===== src/rtl/hs_npu_memory_responder.sv =====
// hs_npu_memory_responder
//
// Memory-side responder for the NPU line interface. It turns one NPU line
// read or line write into WORDS_PER_LINE word transactions on a pipelined
// Avalon-MM style master port.
//
// Ports:
//   clk, rst            - clock, asynchronous active-high reset
//   npu_read_ready_i    - NPU wants the line at npu_address_i
//   npu_address_i       - line byte address (shared by reads and writes)
//   npu_read_valid_o    - one-cycle pulse, npu_read_data_o holds the line
//   npu_read_data_o     - read line, word k at bits [32k +: 32]
//   npu_write_valid_i   - NPU presents a write line
//   npu_write_data_i    - write line, word k at bits [32k +: 32]
//   npu_write_ready_o   - responder is idle and can take a write line
//   avm_*               - word-wide master port (waitrequest / readdatavalid)
module hs_npu_memory_responder #(
  parameter int SIZE           = 8,
  parameter int WORDS_PER_LINE = SIZE * 8 / 32,
  parameter int ADDR_WIDTH     = 32
) (
  input  logic                         clk,
  input  logic                         rst,
  input  logic                         npu_read_ready_i,
  input  logic [ADDR_WIDTH-1:0]        npu_address_i,
  output logic                         npu_read_valid_o,
  output logic [32*WORDS_PER_LINE-1:0] npu_read_data_o,
  input  logic                         npu_write_valid_i,
  input  logic [32*WORDS_PER_LINE-1:0] npu_write_data_i,
  output logic                         npu_write_ready_o,
  output logic [ADDR_WIDTH-1:0]        avm_address,
  output logic                         avm_read,
  output logic                         avm_write,
  output logic [31:0]                  avm_writedata,
  input  logic                         avm_waitrequest,
  input  logic [31:0]                  avm_readdata,
  input  logic                         avm_readdatavalid
);

  localparam int CW = $clog2(WORDS_PER_LINE + 1);
  localparam logic [CW-1:0] LAST_WORD = CW'(WORDS_PER_LINE - 1);
  localparam logic [ADDR_WIDTH-1:0] ALIGN_MASK = ~ADDR_WIDTH'(3);

  typedef enum logic [2:0] {
    IDLE,
    RD_ISSUE,
    RD_WAIT,
    RD_DONE,
    WR_ISSUE
  } state_t;

  state_t                          state;
  logic [ADDR_WIDTH-1:0]           base;
  logic [CW-1:0]                   issue_cnt;
  logic [CW-1:0]                   ret_cnt;
  logic [CW-1:0]                   wr_cnt;
  logic [WORDS_PER_LINE-1:0][31:0] rd_line;
  logic [WORDS_PER_LINE-1:0][31:0] wr_line;

  // Line sequencer. Reads issue and absorb returns concurrently; since the
  // interconnect returns words in issue order, ret_cnt alone selects the
  // destination word. The return update is placed after the issue update so
  // that completing the line always wins the state transition.
  always_ff @(posedge clk or posedge rst) begin
    if (rst) begin
      state     <= IDLE;
      base      <= '0;
      issue_cnt <= '0;
      ret_cnt   <= '0;
      wr_cnt    <= '0;
      rd_line   <= '0;
      wr_line   <= '0;
    end else begin
      case (state)
        IDLE: begin
          // Writes take priority; a concurrent read is picked up once the
          // write line has drained and we are back here.
          if (npu_write_valid_i) begin
            base    <= npu_address_i & ALIGN_MASK;
            wr_line <= npu_write_data_i;
            wr_cnt  <= '0;
            state   <= WR_ISSUE;
          end else if (npu_read_ready_i) begin
            base      <= npu_address_i & ALIGN_MASK;
            issue_cnt <= '0;
            ret_cnt   <= '0;
            state     <= RD_ISSUE;
          end
        end

        RD_ISSUE, RD_WAIT: begin
          if (state == RD_ISSUE && !avm_waitrequest) begin
            issue_cnt <= issue_cnt + CW'(1);
            if (issue_cnt == LAST_WORD) begin
              state <= RD_WAIT;
            end
          end
          if (avm_readdatavalid) begin
            for (int k = 0; k < WORDS_PER_LINE; k++) begin
              if (ret_cnt == CW'(k)) begin
                rd_line[k] <= avm_readdata;
              end
            end
            ret_cnt <= ret_cnt + CW'(1);
            if (ret_cnt == LAST_WORD) begin
              state <= RD_DONE;
            end
          end
        end

        // The line is offered for exactly one cycle; if the NPU is no longer
        // asking for it, it is dropped.
        RD_DONE: begin
          state <= IDLE;
        end

        WR_ISSUE: begin
          if (!avm_waitrequest) begin
            wr_cnt <= wr_cnt + CW'(1);
            if (wr_cnt == LAST_WORD) begin
              state <= IDLE;
            end
          end
        end

        default: begin
          state <= IDLE;
        end
      endcase
    end
  end

  // Bus request decode. Everything here depends only on registered state and
  // counters, so address and data stay frozen while waitrequest is high.
  always_comb begin
    avm_read      = 1'b0;
    avm_write     = 1'b0;
    avm_address   = '0;
    avm_writedata = '0;
    case (state)
      RD_ISSUE: begin
        avm_read    = 1'b1;
        avm_address = base + (ADDR_WIDTH'(issue_cnt) << 2);
      end
      WR_ISSUE: begin
        avm_write   = 1'b1;
        avm_address = base + (ADDR_WIDTH'(wr_cnt) << 2);
        for (int k = 0; k < WORDS_PER_LINE; k++) begin
          if (wr_cnt == CW'(k)) begin
            avm_writedata = wr_line[k];
          end
        end
      end
      default: begin
      end
    endcase
  end

  // Write-ready is masked by reset so that every output reads 0 while reset
  // is held, even though the FSM already sits in IDLE.
  assign npu_write_ready_o = (state == IDLE) && !rst;
  assign npu_read_valid_o  = (state == RD_DONE) && npu_read_ready_i;
  assign npu_read_data_o   = rd_line;

endmodule

===== config.mk =====
export PLATFORM = sky130hd
export DESIGN_NAME = hs_npu_memory_responder
export DESIGN_NICKNAME = d
export VERILOG_FILES = /design/src/rtl/hs_npu_memory_responder.sv
export SDC_FILE = /design/constraint.sdc
export NUM_CORES = 1
export LEC_CHECK = 0
export CAP_MARGIN = 20
export CORE_MARGIN = 3
export CORE_UTILIZATION = 50
export DETAILED_ROUTE_END_ITERATION = 10
export PLACE_DENSITY_LB_ADDON = 0.3
export REMOVE_ABC_BUFFERS = 1
export SLEW_MARGIN = 10
export SYNTH_ARGS = -nofsm -noshare
export SYNTH_HDL_FRONTEND = slang
export SYNTH_SLANG_ARGS = --single-unit

===== constraint.sdc =====
create_clock -name clk -period 7.9 [get_ports clk]
set_clock_uncertainty 0.05 [all_clocks]
set_input_delay 1.185 -clock clk [delete_from_list [all_inputs] [get_ports clk]]
set_output_delay 1.185 -clock clk [all_outputs]
set_load 0.02 [all_outputs]

Word-level counts from Yosys, hierarchy flattened
Cells that the tools add are included.
{"block": "totals", "in_bits": 134, "ff_bits": 169, "word_cells": 75, "out_inout_bits": 132}
{"block": "classes", "n_reduce_logical": 20, "addsub": 5, "n_mux": 26, "eq_ne": 15}
{"op": "two-way mux 32 bit", "count": 5}
{"op": "adder 32 x 4 -> 32 bit", "count": 2}
{"op": "one-hot mux 32 bit (2 select lines)", "count": 1}
{"op": "two-way mux 3 bit", "count": 8}
{"op": "inequality test 2 bit (second input constant)", "count": 7}
{"op": "two-way mux 2 bit", "count": 6}
{"op": "one-hot mux 2 bit (2 select lines)", "count": 3}
{"op": "AND reduction 3 bit", "count": 4}
{"op": "one-hot mux 3 bit (3 select lines)", "count": 1}
{"op": "AND reduction 4 bit", "count": 2}
{"op": "adder 2 x 1 -> 2 bit (second input constant)", "count": 3}
{"op": "== test 2 x 1 -> 1 bit (second input constant)", "count": 3}
{"op": "== test 3 x 2 -> 1 bit (second input constant)", "count": 2}
{"op": "nonzero test 2 bit", "count": 3}
{"op": "logical NOT 2 bit", "count": 2}
{"op": "AND reduction 2 bit", "count": 2}
{"op": "== test 3 x 1 -> 1 bit (second input constant)", "count": 1}
{"op": "== test 3 bit (second input constant)", "count": 1}
{"op": "logical AND 1 bit", "count": 3}
{"op": "logical NOT 3 bit", "count": 1}
{"op": "inequality test 3 bit (second input constant)", "count": 1}
{"op": "logical NOT 1 bit", "count": 2}
{"op": "two-way mux 1 bit", "count": 2}
{"op": "OR reduction 2 bit", "count": 1}

Depth between registers and ports, before layout
{"block": "depth", "ltp_word": 6, "depth_mapped": 14, "depth_no_buf": 9}

Least setup slack after synthesis
OpenSTA, ideal clock, no wires.
{"block": "synth_path", "path_type": "reg-to-output", "startpoint": "register state[0]", "endpoint": "output port avm_address[18]", "required_time_ps": 6665, "path_buffers": 5, "stages_incl_launch_ff": 14, "arrival_ps": 3586, "slack_ps": 3079, "path_cell_list": "dfrtp_1 > buf_2 > or3b_2 > clkbuf_1 > o21ai_0 > ha_1 > inv_1 > fa_1 > clkbuf_1 > or4_1 > clkbuf_1 > buf_2 > or3_1 > a21oi_1"}
{"block": "synth_between", "elab_chain_len": 2, "word_cells_on_any_way": 3, "cone_classes": "eq/ne: 2; mux: 1"}
{"element": "start, declared", "line_no": "52", "source": "state_t state;"}
{"element": "start signal, assigned", "line_no": "66", "source": "state <= IDLE;"}
{"element": "start signal, assigned", "line_no": "82", "source": "state <= WR_ISSUE;"}
{"element": "start signal, assigned", "line_no": "87", "source": "state <= RD_ISSUE;"}
{"element": "== test 3 bit / == test 3 x 1 -> 1 bit (equally long branches)", "line_no": "140", "source": "case (state)"}
{"element": "one-hot mux 32 bit (2 select lines) *", "line_no": "140"}
{"element": "end, declared", "line_no": "31", "source": "output logic [ADDR_WIDTH-1:0] avm_address,"}
Every way passes the cells marked *; elsewhere a longest branch is shown, timed or not.

Worst setup path after layout
{"block": "layout_path", "startpoint": "register state[1]", "endpoint": "output port avm_address[28]"}
Same word-level chain as after synthesis.

==> impl_metrics.tcl <==
set metrics [dict create \
    start_util 0.5121 \
    finalSetupTns_ps 0 \
    power_density_nw_per_um2 451.1 \
    vias_per_cell 5.399 \
    antennaDiodeCount 0 \
    grt_pass1_vias 6368 \
    synth_seq_cells 167 \
    cts_made_buffers 17 \
    critPathRequiredTime_ps 6660 \
    layout.nets 1058 \
    clk_pin_slew_ps 70 \
    wl_met2_um 10440 \
    cp-end-kind "output port" \
    rows 45 \
    grt_pass1_wl_um 31440 \
    drt_iter0_drc 263 \
    cts_buffer_depth 2 \
    rsz0062_at_grt "false" \
    avgSynthCellArea_um2 11.59 \
    die_area_um2 17160 \
    worstPathArrival_ps 5210 \
    grt_start_max_net_pins 89 \
    hold_viol 0 \
    timing.fmax_mhz 155.2 \
    yosys.cell_types.count 42 \
    maxSlewHeadroom 0.3141 \
    clock_latency_ps 410 \
    setup_viol 0 \
    fp.dieW_um 131.0 \
    synthCells 674 \
    highest_layer "met5" \
    antenna_left 0 \
    grt_overflow 0 \
    whs_ps 455.5 \
    wirelength_met1_um 7659 \
    dr_total_vias 6155 \
    cts-resized-gates 0 \
    area_growth_pct 43.70 \
    finalCritPeriodShare 0.8154 \
    layout_common_cells "clkdlybuf4s50_1 (261), dfrtp_1 (167), mux2_2 (156), nor2_1 (69), a21oi_1 (44)" \
    tightest_slew_ps 1027 \
    gp_congestion 0.9239 \
    cts_setup_buffers 0 \
    cts_tree "yes" \
    clock_sinks 167 \
    ir_drop_v 0.0002457 \
    firstDrtPassIters 4 \
    layout_commonest_cell "clkdlybuf4s50_1" \
    syn_area_um2 7814 \
    hold_buffers 0 \
    ioPinCount 266 \
    wl_per_cell_um 17.67 \
    final_layout_size_suffix_gt1_frac 0.2174 \
    io_buffers 261 \
    finalMaxSlewViolations 0 \
    finalPower_mw 5.065 \
    ys.flop_type "dfrtp_1" \
    regArea_um2 4179 \
    async_flop_share 1.000 \
    ys_warn_count 0 \
    cap_violations 0 \
    wl_met3_um 1719 \
    die_height_um 131.0 \
    remaining_drc_errors 0 \
    grt_usage 0.2343 \
    htree_levels 4 \
    synth_edf_count 0 \
    startpoint_type "register" \
    criticalPathCategory "reg2out" \
    synth_seq_area_share 0.5348 \
    cts-root-buf "clkbuf_16" \
    critPathMaxFanout 37 \
    status "completed" \
    grt_antenna_before_repair 1 \
    hp-class "reg2reg" \
    routed_wl_um 20150 \
    nFillCells 995 \
    cellLeakagePower_nw 4.671 \
    multi_input_area_um2 3395 \
    period_minus_slack_ps 6442 \
    dp_hpwl_um 14220 \
    core_area_um2 15260 \
]
Yosys cell counts (2+ instances only):
library cell | instances | area [um2]
nand2b_1 | 3 | 18.77
or4_1 | 10 | 75.07
buf_4 | 3 | 22.52
xor2_1 | 4 | 35.03
buf_2 | 11 | 55.05
dfrtp_1 | 167 | 4179
clkbuf_1 | 22 | 82.58
nor3b_1 | 2 | 15.01
buf_1 | 10 | 37.54
a22o_1 | 4 | 35.03
nor3_1 | 3 | 15.01
or3_1 | 9 | 56.30
nor2_1 | 69 | 259.0
and2_1 | 3 | 18.77
mux2_2 | 156 | 1757
nand3_1 | 5 | 25.02
and4_1 | 5 | 43.79
nand4_1 | 9 | 56.30
nand2_1 | 43 | 161.4
nor2b_1 | 2 | 12.51
xnor2_1 | 7 | 61.31
a21o_1 | 4 | 30.03
a22oi_1 | 12 | 90.09
o21ai_0 | 19 | 95.09
inv_1 | 14 | 52.55
ha_1 | 7 | 87.58
o21a_1 | 2 | 15.01
nor4_1 | 4 | 25.02
a21oi_1 | 44 | 220.2
o31ai_1 | 9 | 67.56
registers in the layout, indices dropped and copies added, names as in the netlist:
signal           count
base                30
wr_line             64
issue_cnt            2
state                3
wr_cnt               2
ret_cnt              2
npu_read_data_o     64
critical path, cell delays in order (launching register included):
cell and delay [ps]:
dfrtp_1 560, or3b_2 870, o21ai_0 320, ha_1 230
inv_1 60, fa_1 520, or4_1 840, or4_1 590
a21oi_1 170, clkdlybuf4s50_1 630
layout make-up:
type                       count  area share
multi-input combinational    448      0.3023
clock inverter                14     0.01861
timing repair buffer         268      0.2391
tap                          211     0.02351
clock buffer                  18     0.03911
sequential                   167      0.3722
inverter                      14    0.005126
metal layers:
metal | up-vias | track usage
met5 | - | 0
met4 | 2 | 0.07683
met3 | 26 | 0.08252
met2 | 214 | 0.4068
met1 | 3047 | 0.2706
li1 | 2866 | -
final timing paths:
| check | startpoint | end | cells after the start | slack (ps) |
|---|---|---|---|---|
| worst max-delay path | state[1] | avm_address[28] | 9 | 1460 |
| worst min-delay path | npu_read_data_o[32] | npu_read_data_o[32] | 1 | 460 |
| worst max register to register | state[1] | wr_cnt[0] | 5 | 5490 |
| worst min register to register | npu_read_data_o[32] | npu_read_data_o[32] | 1 | 460 |
| max in group asynchronous | rst | npu_read_data_o[53] | 4 | 5320 |
| min in group asynchronous | rst | wr_cnt[0] | 2 | 1300 |
cells by family after synthesis:
logic type / share of synthesized area
simple gates: 0.1074
flops: 0.5348
compound gates: 0.07302
xor+xnor: 0.01233
mux: 0.2261
buf+inv: 0.03203
fa+ha+maj: 0.01377
other cells: 0.0004799
power breakdown:
| part | internal (mW) | switching [mW] |
|---|---|---|
| clock | 0.548 | 0.354 |
| sequential | 1.28 | 0.301 |
| combinational | 1.29 | 1.30 |
| total | 3.11 | 1.95 |
through the flow:
step	worst slack (ps)	cell area, um2	instances	utilization
6_report	1458	11230	1140	0.7359
4_1_cts	1450	11200	1139	0.7341
3_3_place_gp	1987	10550	1107	0.6916
2_1_floorplan	2147	7620	629	-
3_5_place_dp	1920	10550	1107	0.6916
5_1_grt	1111	11230	1140	0.7359
Power figures use the tool's default switching activity.
